File: config.mk
export PLATFORM = sky130hd
export DESIGN_NAME = param_fifo
export DESIGN_NICKNAME = d
export VERILOG_FILES = /design/src/rtl/fifo_pkg.sv /design/src/rtl/fifo_mem.sv /design/src/rtl/param_fifo.sv
export SDC_FILE = /design/constraint.sdc
export NUM_CORES = 1
export LEC_CHECK = 0
export CORE_MARGIN = 10
export CORE_UTILIZATION = 36
export DETAILED_ROUTE_END_ITERATION = 8
export PLACE_DENSITY = 0.55
export SLEW_MARGIN = 20
export SYNTH_ARGS = -nofsm -noshare
export SYNTH_HDL_FRONTEND = slang
export SYNTH_SLANG_ARGS = --single-unit
File: constraint.sdc
create_clock -name clk -period 10.4 [get_ports clk]
set_input_delay 3.12 -clock clk [delete_from_list [all_inputs] [get_ports clk]]
set_output_delay 3.12 -clock clk [all_outputs]
set_load 0.05 [all_outputs]
File: src/rtl/fifo_pkg.sv
// fifo_pkg: default FIFO geometry and the ceil-log2 helper used to size pointers.
package fifo_pkg;
  localparam int DEF_DATA_WIDTH = 32;
  localparam int DEF_FIFO_DEPTH = 8;
  function automatic int clog2(input int v);
    int r;
    r = 0;
    for (int i = 0; i < 31; i++) if ((1 << i) < v) r = i + 1;
    return r;
  endfunction
endpackage

File: src/rtl/fifo_mem.sv
// fifo_mem: dual-port storage array, synchronous write and asynchronous read, not reset.
module fifo_mem #(
  parameter int DATA_WIDTH = 32,
  parameter int AW = 3
)(
  input  logic                  clk,
  input  logic                  wr_en,
  input  logic [AW-1:0]         wr_addr,
  input  logic [DATA_WIDTH-1:0] wr_data,
  input  logic [AW-1:0]         rd_addr,
  output logic [DATA_WIDTH-1:0] rd_data
);
  logic [DATA_WIDTH-1:0] mem [2**AW];
  always_ff @(posedge clk) if (wr_en) mem[wr_addr] <= wr_data;
  assign rd_data = mem[rd_addr];
endmodule

File: src/rtl/param_fifo.sv
// param_fifo: synchronous FIFO with registered status flags and registered or first-word-fall-through read.
module param_fifo
  import fifo_pkg::*;
#(
  parameter int DATA_WIDTH    = DEF_DATA_WIDTH,
  parameter int FIFO_DEPTH    = DEF_FIFO_DEPTH,
  parameter int AFULL_THRESH  = FIFO_DEPTH - 2,
  parameter int AEMPTY_THRESH = 1,
  parameter int FWFT          = 0,
  localparam int AW           = clog2(FIFO_DEPTH)
)(
  input  logic                  clk,
  input  logic                  reset,
  input  logic                  cs,
  input  logic                  wr_en,
  input  logic                  rd_en,
  input  logic [DATA_WIDTH-1:0] data_in,
  output logic [DATA_WIDTH-1:0] data_out,
  output logic                  rd_valid,
  output logic                  empty,
  output logic                  full,
  output logic                  almost_full,
  output logic                  almost_empty,
  output logic [AW:0]           count,
  output logic                  overflow,
  output logic                  underflow
);
  localparam logic [AW:0] AF_C = (AW+1)'(AFULL_THRESH);
  localparam logic [AW:0] AE_C = (AW+1)'(AEMPTY_THRESH);
  logic [AW:0] wr_ptr, rd_ptr, wr_nxt, rd_nxt, count_nxt;
  logic wr_ok, rd_ok;
  logic [DATA_WIDTH-1:0] head;
  // Acceptance uses pre-edge flags, so a same-cycle read never frees room for a write.
  always_comb begin
    wr_ok     = cs & wr_en & ~full;
    rd_ok     = cs & rd_en & ~empty;
    wr_nxt    = wr_ptr + (AW+1)'(wr_ok);
    rd_nxt    = rd_ptr + (AW+1)'(rd_ok);
    count_nxt = count + (AW+1)'(wr_ok) - (AW+1)'(rd_ok);
  end
  fifo_mem #(.DATA_WIDTH(DATA_WIDTH), .AW(AW)) mem (
    .clk     (clk),
    .wr_en   (wr_ok & ~reset),
    .wr_addr (wr_ptr[AW-1:0]),
    .wr_data (data_in),
    .rd_addr (rd_ptr[AW-1:0]),
    .rd_data (head)
  );
  always_ff @(posedge clk) begin
    if (reset) begin
      wr_ptr       <= '0;
      rd_ptr       <= '0;
      count        <= '0;
      empty        <= 1'b1;
      full         <= 1'b0;
      almost_full  <= 1'b0;
      almost_empty <= 1'b1;
      overflow     <= 1'b0;
      underflow    <= 1'b0;
    end else begin
      wr_ptr       <= wr_nxt;
      rd_ptr       <= rd_nxt;
      count        <= count_nxt;
      empty        <= wr_nxt == rd_nxt;
      full         <= (wr_nxt[AW-1:0] == rd_nxt[AW-1:0]) && (wr_nxt[AW] != rd_nxt[AW]);
      almost_full  <= count_nxt >= AF_C;
      almost_empty <= count_nxt <= AE_C;
      overflow     <= cs & wr_en & full;
      underflow    <= cs & rd_en & empty;
    end
  end
  if (FWFT != 0) begin : g_fwft
    always_comb begin
      data_out = empty ? '0 : head;
      rd_valid = ~empty;
    end
  end else begin : g_reg
    always_ff @(posedge clk) begin
      if (reset) begin
        data_out <= '0;
        rd_valid <= 1'b0;
      end else begin
        data_out <= rd_ok ? head : data_out;
        rd_valid <= rd_ok;
      end
    end
  end
endmodule

**Word level (Yosys, flattened, before mapping)**

Memory sizes are Yosys's and may differ from the RTL's. A register that Yosys moved wholly into a read port is not among the register bits.
Cells that the tools add are included.

- Flip-flop bits (word level): 19
- Memory bits (writable): 256
- Bits of input ports: 37
- Output and inout bits: 43
- Word-level logic and storage cells: 33
- Memories kept: 1

- Add/sub/neg operators: 4
- $lt $le $gt $ge: 2
- Equal/unequal tests: 3
- Muxes and demuxes: 2
- Bitwise logic cells: 10
- Reductions and logical operators: 1

Memories:

| name | words | width | rd ports | clocked after memory_dff | write ports | line | text |
|---|---|---|---|---|---|---|---|
| mem.mem | 8 | 32 | 1 | 1 | 1 | fifo_mem.sv:13 | `logic [DATA_WIDTH-1:0] mem [2**AW];` |

Operators by type and width:

| kind | count |
|---|---|
| adder 4 x 1 -> 4 bit | 3 |
| AND 1 bit | 7 |
| == test 4 bit | 1 |
| greater-or-equal comparator 4 x 3 -> 1 bit, second input constant | 1 |
| less-or-equal comparator 4 x 1 -> 1 bit, second input constant | 1 |
| subtractor 4 x 1 -> 4 bit | 1 |
| == test 3 bit | 1 |
| inverter 1 bit | 3 |
| two-way mux 1 bit | 2 |
| logical AND 1 bit | 1 |
| inequality test 1 bit | 1 |

**Logic depth before layout (Yosys ltp)**

- Depth after elaboration: 5
- Mapped depth: 10
- Depth with buffers taken out: 10

**Hierarchy**

A second synthesis with hierarchy kept.

- Cells, all modules: 601
- Area, all modules: 11758.8 um^2

Modules (own cells, without submodules):

| module | instances | cells an instance | area an instance (um^2) | sequential area each (um^2) |
|---|---|---|---|---|
| fifo_mem | 1 | 383 | 9825.7 | 7687.4 |
| param_fifo | 1 | 218 | 1933.1 | 1021.0 |

**Worst setup path before layout**

Ideal clock, no wire load.

- Path kind: input port to flip-flop
- Start: input reset
- End: memory mem.mem[0][0] (enable)
- Setup time: 0.461 ns
- Arrival: 5.889 ns
- Required time: 9.939 ns
- Setup slack: 4.050 ns
- Stages on the path: 3
- Buffers on the path: 1
- Path through: clkbuf_1 -> or3_1 -> nor3_1

- Word-level cells in the longest chain between the ends: 4

RTL lines:

| what | line | text |
|---|---|---|
| from (decl) | param_fifo.sv:13 | `input logic reset,` |
| inverter 1 bit | param_fifo.sv:43 | `.wr_en (wr_ok & ~reset),` |
| AND 1 bit | param_fifo.sv:43 |  |
| two-way mux 1 bit | fifo_mem.sv:14 | `always_ff @(posedge clk) if (wr_en) mem[wr_addr] <= wr_data;` |
| two-way mux 1 bit (not written as such) | fifo_mem.sv:14 |  |
| to (decl) | fifo_mem.sv:13 |  |

No other way between the ends.

**Worst setup path in the final report**

- Start: input cs
- End: register almost_full

- Word-level cells in the longest chain between the ends: 5
- Elaborated cells on any way between the ends: 7
- Classes of those cells: add/sub: 2; order compare: 1; bitwise: 4

RTL lines:

| what | line | text |
|---|---|---|
| from (decl) | param_fifo.sv:14 | `input logic cs,` |
| AND 1 bit (2 in a row) | param_fifo.sv:35 | `wr_ok = cs & wr_en & ~full;` |
| adder 4 x 1 -> 4 bit | param_fifo.sv:39 | `count_nxt = count + (AW+1)'(wr_ok) - (AW+1)'(rd_ok);` |
| subtractor 4 x 1 -> 4 bit (*) | param_fifo.sv:39 |  |
| greater-or-equal comparator 4 x 3 -> 1 bit (*) | param_fifo.sv:66 | `almost_full <= count_nxt >= AF_C;` |
| to (signal assigned) | param_fifo.sv:56 | `almost_full <= 1'b0;` |
| to (signal assigned) | param_fifo.sv:66 |  |
| to (decl) | param_fifo.sv:22 | `output logic almost_full,` |

Mark *: on every way between the ends. The rest lies on a longest branch, timed or not.
A chain may end at the register's enable or synchronous reset.

==> results.cfg <==
[yosys]
async_flop_share = 0
synth_edf_count = 256
syn-num-nets = 632
synth_top_area_frac = 0.662
synthTopCellsByCount = edfxtp_1 (256), mux4_2 (61), dfxtp_1 (51), nor2_1 (47), mux2i_1 (33)
yosys-top-cells-area = edfxtp_1 (66%), mux4_2 (12%), dfxtp_1 (8.8%)
synthCells = 588
synthMostInstantiatedCell = edfxtp_1
synth_area_um2 = 11600
synth_ff_type = edfxtp_1
synth_warnings = 0
yosysSeqAreaShare = 0.750
synth_seq_cells = 307
ys_types = 41
avgSynthCellArea_um2 = 19.8
yosysTopAreaCell = edfxtp_1

[floorplan]
die_x_um = 200
boundaryPins = 80
dieArea_um2 = 39800
num_rows = 65
core-area_um2 = 31700
start_util = 0.366
die_h_um = 200

[clock_network]
cts-buffers-inserted = 34
htreeDepth = 2
path_clk_slew_ns = 0.06
clockRootBuffer = clkbuf_16
post_cts_buffers = 0
clk_latency_ns = 0.51
cts_sinks = 307
cts_resized = 0
clockBufferDepth = 3
cts_hold_buf = 0
cts_tree = done

[power]
p_per_area_nw_per_um2 = 191
max-vdd-ir-drop_v = 0.000112
power_leakage_nw = 4.25

[cells_and_area]
antenna-diode-count = 0
syn2layout_area_growth_pct = 20.2
final_util = 0.440
final_nets = 724
fillCellCount = 2734
fin_area_um2 = 14000
drive_above_1_share = 0.183

[global_routing]
antenna_found_initial = 1
grt-ovfl-total = 0
grt.total_usage = 0.119
grt_pass1_vias = 6154
grt_pass1_wl_um = 36400
grt_max_degree = 72

[worst_setup_path]
slowest_stage = clkdlybuf4s50_1
cp_cell_sequence = clkdlybuf4s50_1 > and3b_2 > buf_4 > nand2_1 > nand2_1 > ha_1 > inv_1 > fa_1 > xor2_1 > nand2b_1 > o21ai_0
crit_fanout = 66
max_stage_delay_ns = 0.55
endpoint_kind = flip-flop
crit_path_start_kind = input pin
rr_startpoint = rd_ptr[0]
cp.required_ns = 10.75
arrival_ns = 5.77
regToRegSetupSlack_ns = 7.50
path_class = input pin to flip-flop
reg2reg_depth = 7
r2r_end = full
path_common_cell = nand2_1

[min_path]
hold_depth = 2
hp-class = flip-flop to flip-flop
hold_start = data_out[19]
min_to = data_out[19]

[timing]
hold_viol = 0
slew_viol_final = 0
worst_pin_slew_ns = 1.10
rsz0062_at_grt = no
holdWs_ns = 0.463
period_needed_ns = 5.42
finClkSkew_ns = 0.0158
tns_ns = 0
fin_ws_ns = 4.98
slew-limit-headroom = 0.269
fmax_ghz = 0.185
finalCritPeriodShare = 0.521
setup_violations = 0

[place]
preCtsSetupSlack_ns = 4.14
place.port_buffers = 79
dpl.hpwl_um = 13700
postPlaceCellArea_um2 = 12900
finalWeightedCongestion = 0.700

[route]
drtIter0Drc = 322
firstDrtPassIters = 4
postRouteAntennaNets = 0
viasPerCell = 5.10
routed_wl_um = 23400
routedWlPerCell_um = 21.1
routed-via-count = 5650
drc = 0

[outcome]
status = finished clean

[run]
maxCapViolations = 0
==> logic make-up (layout without fill, tap and decap cells) <==
group                    Yosys count  count (layout)  share of synthesized area
AO/OA/AOI/OAI                     46              46                     0.0296
multiplexers                      96              96                      0.151
buffers and inverters             41             159                     0.0199
XOR/XNOR                          10              10                    0.00873
AND/OR/NAND/NOR                   81              81                     0.0324
adder cells (fa/ha/maj)            7               7                    0.00819
flip-flops                       307             307                      0.750
==> stage by stage <==
step,std cells,power (mW)
floorplan,588,1.52
global placement,1042,1.58
detailed placement,1046,1.59
CTS,1108,2.70
global route,1108,2.76
finish,1108,2.66
==> power by group <==
part           switching (mW)  total, mW  internal (mW)  leakage, nW
Clock                   0.454       1.10          0.647        0.502
Sequential             0.0156       1.37           1.35         2.72
Combinational           0.114      0.191         0.0778         1.03
Total                   0.583       2.66           2.08         4.25
==> state kept, by name, summed over array words and instances (netlist names) <==
| name | count |
|---|---|
| empty | 1 |
| mem.mem | 256 |
| count | 4 |
| overflow | 1 |
| full | 1 |
| rd_ptr | 4 |
| wr_ptr | 4 |
| data_out | 32 |
| underflow | 1 |
| rd_valid | 1 |
| almost_full | 1 |
| almost_empty | 1 |
==> worst max path at each step <==
stage                     start        endpoint  slack, ns  depth (start not counted)
final                        cs     almost_full       4.98                         11
after CTS                    cs  mem.mem[0][25]       4.65                          5
after global placement       cs  mem.mem[0][29]       4.27                          5
after floorplan           reset   mem.mem[0][0]       4.05                          3
after detailed placement     cs  mem.mem[0][29]       4.14                          5
after global routing         cs     almost_full       4.70                         11
==> layout by cell type (no fill, tap or decap), types with 3 or more instances in the layout <==
cell | synthesis | routed
a211oi_1 | 31 | 31
a21oi_1 | 5 | 5
buf_4 | 0 | 8
clkbuf_1 | 16 | 15
clkbuf_16 | 0 | 35
clkbuf_8 | 0 | 3
clkdlybuf4s50_1 | 0 | 78
clkinv_1 | 0 | 4
clkinv_2 | 0 | 3
dfxtp_1 | 51 | 48
edfxtp_1 | 256 | 256
ha_1 | 6 | 6
inv_1 | 6 | 6
mux2i_1 | 33 | 33
mux4_2 | 61 | 61
nand2_1 | 8 | 8
nand2b_1 | 4 | 4
nand3_1 | 3 | 3
nand3b_1 | 3 | 3
nor2_1 | 47 | 41
nor2_4 | 0 | 6
nor2b_1 | 5 | 5
xnor2_1 | 6 | 6
xor2_1 | 3 | 3
==> worst max-delay path, delay by kind of cell <==
family	cells	cell delay [ns]
AOI/OAI and AO/OA	1	0.09
xor gates and xnor gates	1	0.22
adders and majority gates	2	0.56
buffers and inverters	3	1.16
and+or+nand+nor	4	0.62
==> cell type report <==
cell class / count / area (µm²) / area share
Clock buffer: 53 / 973 / 0.0697
Clock inverter: 9 / 62.6 / 0.00448
Tap cell: 402 / 503 / 0.0360
Sequential cell: 307 / 8720 / 0.624
Multi-Input combinational cell: 240 / 2740 / 0.196
Inverter: 6 / 22.5 / 0.00161
Timing Repair Buffer: 91 / 941 / 0.0674
==> metal layers <==
| metal | GRT usage | up-vias | routed length, µm |
|---|---|---|---|
| met5 | 0 | - | 11 |
| met4 | 0.0381 | 2 | 446 |
| met3 | 0.0269 | 38 | 1110 |
| met2 | 0.197 | 126 | 11500 |
| met1 | 0.153 | 2922 | 10300 |
| li1 | - | 2562 | - |
(Power assumes the default switching activity.)
